$ cat src/rtl/toggle_hs_rx_pkg.sv
// rtl/toggle_hs_rx_pkg.sv - shared types and defaults for the toggle handshake receiver
//
// Purpose: receiver state encoding and default parameter values.
// Contents: rx_state_t (ST_INIT, ST_IDLE, ST_HOLD), DEFAULT_DATA_W,
//           DEFAULT_SYNC_STAGES, DEFAULT_CNT_W.
package toggle_hs_rx_pkg;

  typedef enum logic [1:0] {
    ST_INIT = 2'd0,
    ST_IDLE = 2'd1,
    ST_HOLD = 2'd2
  } rx_state_t;

  localparam int DEFAULT_DATA_W      = 8;
  localparam int DEFAULT_SYNC_STAGES = 2;
  localparam int DEFAULT_CNT_W       = 8;

endpackage

$ cat src/rtl/toggle_hs_rx_sync_nff.sv
// rtl/toggle_hs_rx_sync_nff.sv - N-stage single-bit synchroniser with synchronous reset
//
// Purpose: brings an asynchronous level into the clk domain; reusable on the
//          transmit side for ack_tgl.
// Ports:
//   clk   in   rising-edge clock
//   reset in   synchronous, active-high; clears every stage
//   d     in   asynchronous input level
//   q     out  synchronised level, STAGES cycles behind d
module sync_nff #(
  parameter int STAGES = 2
) (
  input  logic clk,
  input  logic reset,
  input  logic d,
  output logic q
);

  logic [STAGES-1:0] ff;

  always_ff @(posedge clk) begin
    if (reset) begin
      ff <= '0;
    end else begin
      ff <= {ff[STAGES-2:0], d};
    end
  end

  assign q = ff[STAGES-1];

endmodule

$ cat src/rtl/toggle_hs_rx.sv
// rtl/toggle_hs_rx.sv - receiving end of the two-phase toggle handshake
//
// Purpose: synchronises req_tgl, turns each level change into one word on a
//          valid/ready output, and flips ack_tgl once the word is consumed.
// Ports:
//   clk       in   rising-edge clock
//   reset     in   synchronous, active-high reset
//   req_tgl   in   request toggle; each level change announces one word
//   req_data  in   sender data, stable until the matching ack_tgl change
//   ack_tgl   out  acknowledge toggle, flips once per consumed word
//   out_valid out  out_data holds an unconsumed word
//   out_data  out  captured word
//   out_ready in   downstream accepts when out_valid && out_ready
//   xfer_cnt  out  completed transfers, wraps modulo 2^CNT_W
//   proto_err out  sticky: sender toggled again before being acknowledged
module toggle_hs_rx
  import toggle_hs_rx_pkg::*;
#(
  parameter int DATA_W      = DEFAULT_DATA_W,
  parameter int SYNC_STAGES = DEFAULT_SYNC_STAGES,
  parameter int CNT_W       = DEFAULT_CNT_W
) (
  input  logic              clk,
  input  logic              reset,
  input  logic              req_tgl,
  input  logic [DATA_W-1:0] req_data,
  output logic              ack_tgl,
  output logic              out_valid,
  output logic [DATA_W-1:0] out_data,
  input  logic              out_ready,
  output logic [CNT_W-1:0]  xfer_cnt,
  output logic              proto_err
);

  rx_state_t  state;
  logic [2:0] init_cnt;   // SYNC_STAGES is at most 4, so 3 bits suffice
  logic       req_s;
  logic       req_prev;

  sync_nff #(
    .STAGES(SYNC_STAGES)
  ) u_req_sync (
    .clk  (clk),
    .reset(reset),
    .d    (req_tgl),
    .q    (req_s)
  );

  always_ff @(posedge clk) begin
    if (reset) begin
      state     <= ST_INIT;
      init_cnt  <= 3'd0;
      req_prev  <= 1'b0;
      ack_tgl   <= 1'b0;
      out_valid <= 1'b0;
      out_data  <= '0;
      xfer_cnt  <= '0;
      proto_err <= 1'b0;
    end else begin
      case (state)
        // Let the synchroniser fill and adopt the sender's current level as
        // the baseline, so a req_tgl already high at reset release is not
        // mistaken for a request.
        ST_INIT: begin
          req_prev <= req_s;
          if (init_cnt == 3'(SYNC_STAGES)) begin
            state <= ST_IDLE;
          end else begin
            init_cnt <= init_cnt + 3'd1;
          end
        end

        ST_IDLE: begin
          if (req_s != req_prev) begin
            out_data  <= req_data;
            req_prev  <= req_s;
            out_valid <= 1'b1;
            state     <= ST_HOLD;
          end
        end

        ST_HOLD: begin
          // req_prev is frozen here, so an early toggle stays pending and is
          // picked up in IDLE; a second early toggle cancels it.
          if (req_s != req_prev) begin
            proto_err <= 1'b1;
          end
          if (out_ready) begin
            out_valid <= 1'b0;
            ack_tgl   <= ~ack_tgl;
            xfer_cnt  <= xfer_cnt + 1'b1;
            state     <= ST_IDLE;
          end
        end

        default: state <= ST_INIT;
      endcase
    end
  end

endmodule

$ cat config.mk
export PLATFORM = sky130hd
export DESIGN_NAME = toggle_hs_rx
export DESIGN_NICKNAME = d
export VERILOG_FILES = /design/src/rtl/toggle_hs_rx_pkg.sv /design/src/rtl/toggle_hs_rx_sync_nff.sv /design/src/rtl/toggle_hs_rx.sv
export SDC_FILE = /design/constraint.sdc
export NUM_CORES = 1
export LEC_CHECK = 0
export CELL_PAD_IN_SITES_DETAIL_PLACEMENT = 2
export CELL_PAD_IN_SITES_GLOBAL_PLACEMENT = 2
export CORE_MARGIN = 1.5
export CORE_UTILIZATION = 31
export CTS_CLUSTER_SIZE = 12
export DETAILED_ROUTE_END_ITERATION = 6
export DONT_BUFFER_PORTS = 1
export GPL_ROUTABILITY_DRIVEN = 0
export PLACE_DENSITY_LB_ADDON = 0.1
export SKIP_CTS_REPAIR_TIMING = 1
export SLEW_MARGIN = 20
export SYNTH_ARGS = -nofsm -noshare
export SYNTH_HDL_FRONTEND = slang
export SYNTH_SLANG_ARGS = --single-unit
$ cat constraint.sdc
create_clock -name clk -period 1.3 [get_ports clk]
set_input_delay 0.13 -clock clk [delete_from_list [all_inputs] [get_ports clk]]
set_output_delay 0.13 -clock clk [all_outputs]
set_load 0.05 [all_outputs]
==> results of run 1 <==
==> power breakdown <==
group	switching, mW	leakage (nW)	internal (mW)
clock	0.259	0.0177	0.115
combinational	0.285	0.338	0.247
sequential	0.0684	0.226	0.898
==> synth_stat cells (2+ instances only) <==
cell type  instances
nor2b_1            4
or3_1              5
xor2_1             4
nand2b_1           2
dfxtp_1           27
ha_1               3
o21ai_1           13
nand2_1            6
nand4_1            2
inv_1              2
mux2i_1            2
o31ai_1            2
nor2_1             7
clkbuf_1           4
or4_1              3
a21oi_1           18
a31oi_1            2
nand3_1            9
==> cells in the final DEF, fill, tap and decap left out <==
cell type	count
a31oi_1	2
o211ai_1	1
nand2b_1	2
nand2_1	6
a21oi_2	2
or4_1	3
xor2_1	4
a21oi_1	16
mux2i_1	2
dfxtp_2	5
nand4_1	2
ha_4	3
dfxtp_4	6
dfxtp_1	16
nor2b_4	1
nand3b_4	1
or2_4	1
nor2b_1	3
dlygate4sd3_1	2
clkbuf_4	3
clkinv_1	1
or3_1	5
o21ai_1	14
clkinv_2	1
nor2_1	7
xnor2_2	1
inv_2	1
nand3_1	9
nand4b_1	1
o31ai_1	2
inv_1	1
buf_4	31
==> stage by stage <==
| step | TNS (ns) | utilization (%) | setup slack [ns] |
|---|---|---|---|
| 3_3_place_gp | 0 | 40.6 | 0.00689 |
| 2_1_floorplan | -0.0452 | - | -0.0226 |
| 6_report | 0 | 44.6 | 0.0332 |
| 5_1_grt | -0.113 | 44.6 | -0.0513 |
| 3_5_place_dp | -0.698 | 40.6 | -0.0750 |
| 4_1_cts | -1.25 | 41.4 | -0.110 |
==> cell type report <==
cell class / instances / area, um^2 / share of cell area [%]
clock buffer: 3 / 22.5 / 1.49
clock inverter: 1 / 5.00 / 0.331
timing repair buffer: 33 / 253 / 16.7
sequential: 27 / 569 / 37.7
multi-input combinational: 88 / 592 / 39.2
tap: 46 / 57.6 / 3.81
inverter: 3 / 11.3 / 0.746
==> per-layer routing <==
metal / vias up / share of wire [%]
met3: 2 / 3.7
met5: - / 0
li1: 508 / -
met2: 18 / 51
met1: 506 / 44
met4: 0 / 0.71
==> path summary, 6_finish.rpt <==
kind	startpoint	end	slack, ns
max	init_cnt[0]	init_cnt[2]	0.03
min	reset	xfer_cnt[5]	-0.16
max reg2reg	init_cnt[0]	init_cnt[2]	0.03
min reg2reg	out_valid	out_valid	0.47
==> cells by family (layout without fill, tap and decap cells) <==
| family | Yosys count | in the layout | synth area share (%) |
|---|---|---|---|
| compound gates | 37 | 37 | 17.6 |
| xor+xnor | 5 | 5 | 3.95 |
| fa+ha+maj | 3 | 3 | 3.38 |
| buf+inv | 8 | 40 | 3.38 |
| flops | 27 | 27 | 48.7 |
| mux | 2 | 2 | 1.80 |
| simple gates | 41 | 41 | 21.2 |
==> registers in the layout, indices dropped and copies added, names as in the netlist <==
signal and count:
init_cnt 3, u_req_sync.ff 2, xfer_cnt 8, state 2, out_valid 1, out_data 8
req_prev 1, ack_tgl 1, proto_err 1
==> results.py, run 1 <==
metrics = {
    "run_status": {
        "outcome": "finished with violations",
        "violations": "negative hold slack",
    },
    "placed_design": {
        "post_dp_cell_area_um2": 1380,
        "placed_cells": 193,
        "io_buffers": 0,
        "hpwl_um": 2160,
    },
    "setup_path": {
        "worst_setup_path_end_kind": "flop",
        "crit_family": "simple AND/OR/NAND/NOR gates",
        "arrival_ns": 1.54,
        "path_buf_inv": 1,
        "startpoint_type": "flop",
        "path_class": "flop to flop",
        "cp.depth": 4,
        "cp_max_fo": 3,
        "crit_slowest_cell": "or4_1",
        "r2r_cells": 4,
        "crit_chain": "inv_2, ha_4, or4_1, a21oi_1",
        "cpPeakStageDelay_ns": 0.50,
        "cp.required_ns": 1.57,
    },
    "layout": {
        "layout.nets": 171,
        "stdcell_area_um2": 1510,
        "fillers": 375,
        "antenna_cells": 0,
        "stdcell_count": 201,
        "drive_gt1_share_pct": 36.1,
        "syn2layout_area_growth_pct": 36.1,
    },
    "synthesis": {
        "synth.top_cell.area_share_pct": 48.7,
        "ys_ff_latch": 27,
        "yosysWarnings": 0,
        "synth_area_leader_cell": "dfxtp_1",
        "synth-edff-count": 0,
        "synthFlopType": "dfxtp_1",
        "syn_inst": 123,
        "syn-num-nets": 138,
        "synth_area_leaders": "dfxtp_1, a21oi_1, o21ai_1, nand3_1, ha_1",
        "async_reset_ff_share_pct": 0,
        "yosysSeqAreaShare_pct": 48.7,
        "synth_area_um2": 1110,
        "synth_cell_types": 26,
        "synth_area_per_cell_um2": 9.02,
    },
    "floorplanning": {
        "die_w_um": 62.8,
        "ios": 31,
        "rows": 21,
        "coreArea_um2": 3390,
        "initial_core_util_pct": 32.7,
        "die_area_um2": 3950,
        "die_y_um": 62.8,
    },
    "global_route": {
        "met2_usage_pct": 29.4,
        "grt_max_degree": 28,
        "grt_use_total_pct": 16.1,
        "overflow": 0,
        "busiest_layer": "met2",
        "grt_pass1_vias": 1109,
        "grt_pass1_wl_um": 5090,
        "met1_usage_pct": 18.5,
        "antenna_found_initial": 0,
        "use_met3_pct": 3.06,
    },
    "clock_tree": {
        "path_clk_slew_ns": 0.15,
        "cts-root-buf": "clkbuf_4",
        "insertion_delay_ns": 0.33,
        "cts.htree.levels": 1,
        "cts-buffers-inserted": 3,
        "clock-sinks": 27,
        "cts_tree": "done",
        "clock_path_buffers": 2,
    },
    "sta": {
        "holdWs_ns": -0.158,
        "setup_viol": 0,
        "worst_pin_slew_ns": 0.468,
        "relSlewSlack_pct": 68.6,
        "rsz0062_at_grt": "yes",
        "skew_ns": 0.00268,
        "hold_violations": 25,
        "final.period_utilization_pct": 97.4,
        "min_period_ns": 1.27,
        "fmax_mhz": 789,
        "slew_violations": 0,
    },
    "routing": {
        "post_drt_wl_per_cell_um": 14.6,
        "dr_total_vias": 1034,
        "first_iter_violations": 30,
        "drc": 0,
        "wl_um": 2940,
        "drtPass1Iterations": 4,
        "ant_nets": 0,
        "avgViaCountPerCell": 5.14,
    },
    "min_path": {
        "min_path_cells": 1,
        "hp-class": "input pin to flop",
    },
    "job": {
        "maxCapViolations": 0,
    },
    "pwr": {
        "powerDensity_nw_per_um2": 1240,
        "power_mw": 1.87,
        "power.leakage_nw": 0.581,
        "vdd.ir_drop.worst_mv": 0.511,
    },
}
Power figures use the tool's default switching activity.
==> run 2: changes to the inputs <==
--- a/config.mk
+++ b/config.mk
@@ -5,17 +5,19 @@
 export SDC_FILE = /design/constraint.sdc
 export NUM_CORES = 1
 export LEC_CHECK = 0
+export CAP_MARGIN = 40
 export CELL_PAD_IN_SITES_DETAIL_PLACEMENT = 2
 export CELL_PAD_IN_SITES_GLOBAL_PLACEMENT = 2
 export CORE_MARGIN = 1.5
 export CORE_UTILIZATION = 31
+export CTS_CLUSTER_DIAMETER = 50
 export CTS_CLUSTER_SIZE = 12
 export DETAILED_ROUTE_END_ITERATION = 6
 export DONT_BUFFER_PORTS = 1
 export GPL_ROUTABILITY_DRIVEN = 0
 export PLACE_DENSITY_LB_ADDON = 0.1
 export SKIP_CTS_REPAIR_TIMING = 1
-export SLEW_MARGIN = 20
+export SLEW_MARGIN = 5
 export SYNTH_ARGS = -nofsm -noshare
 export SYNTH_HDL_FRONTEND = slang
 export SYNTH_SLANG_ARGS = --single-unit
==> results of run 2 <==
Same layout as run 1: the final DEF is identical, and so are final timing and power.
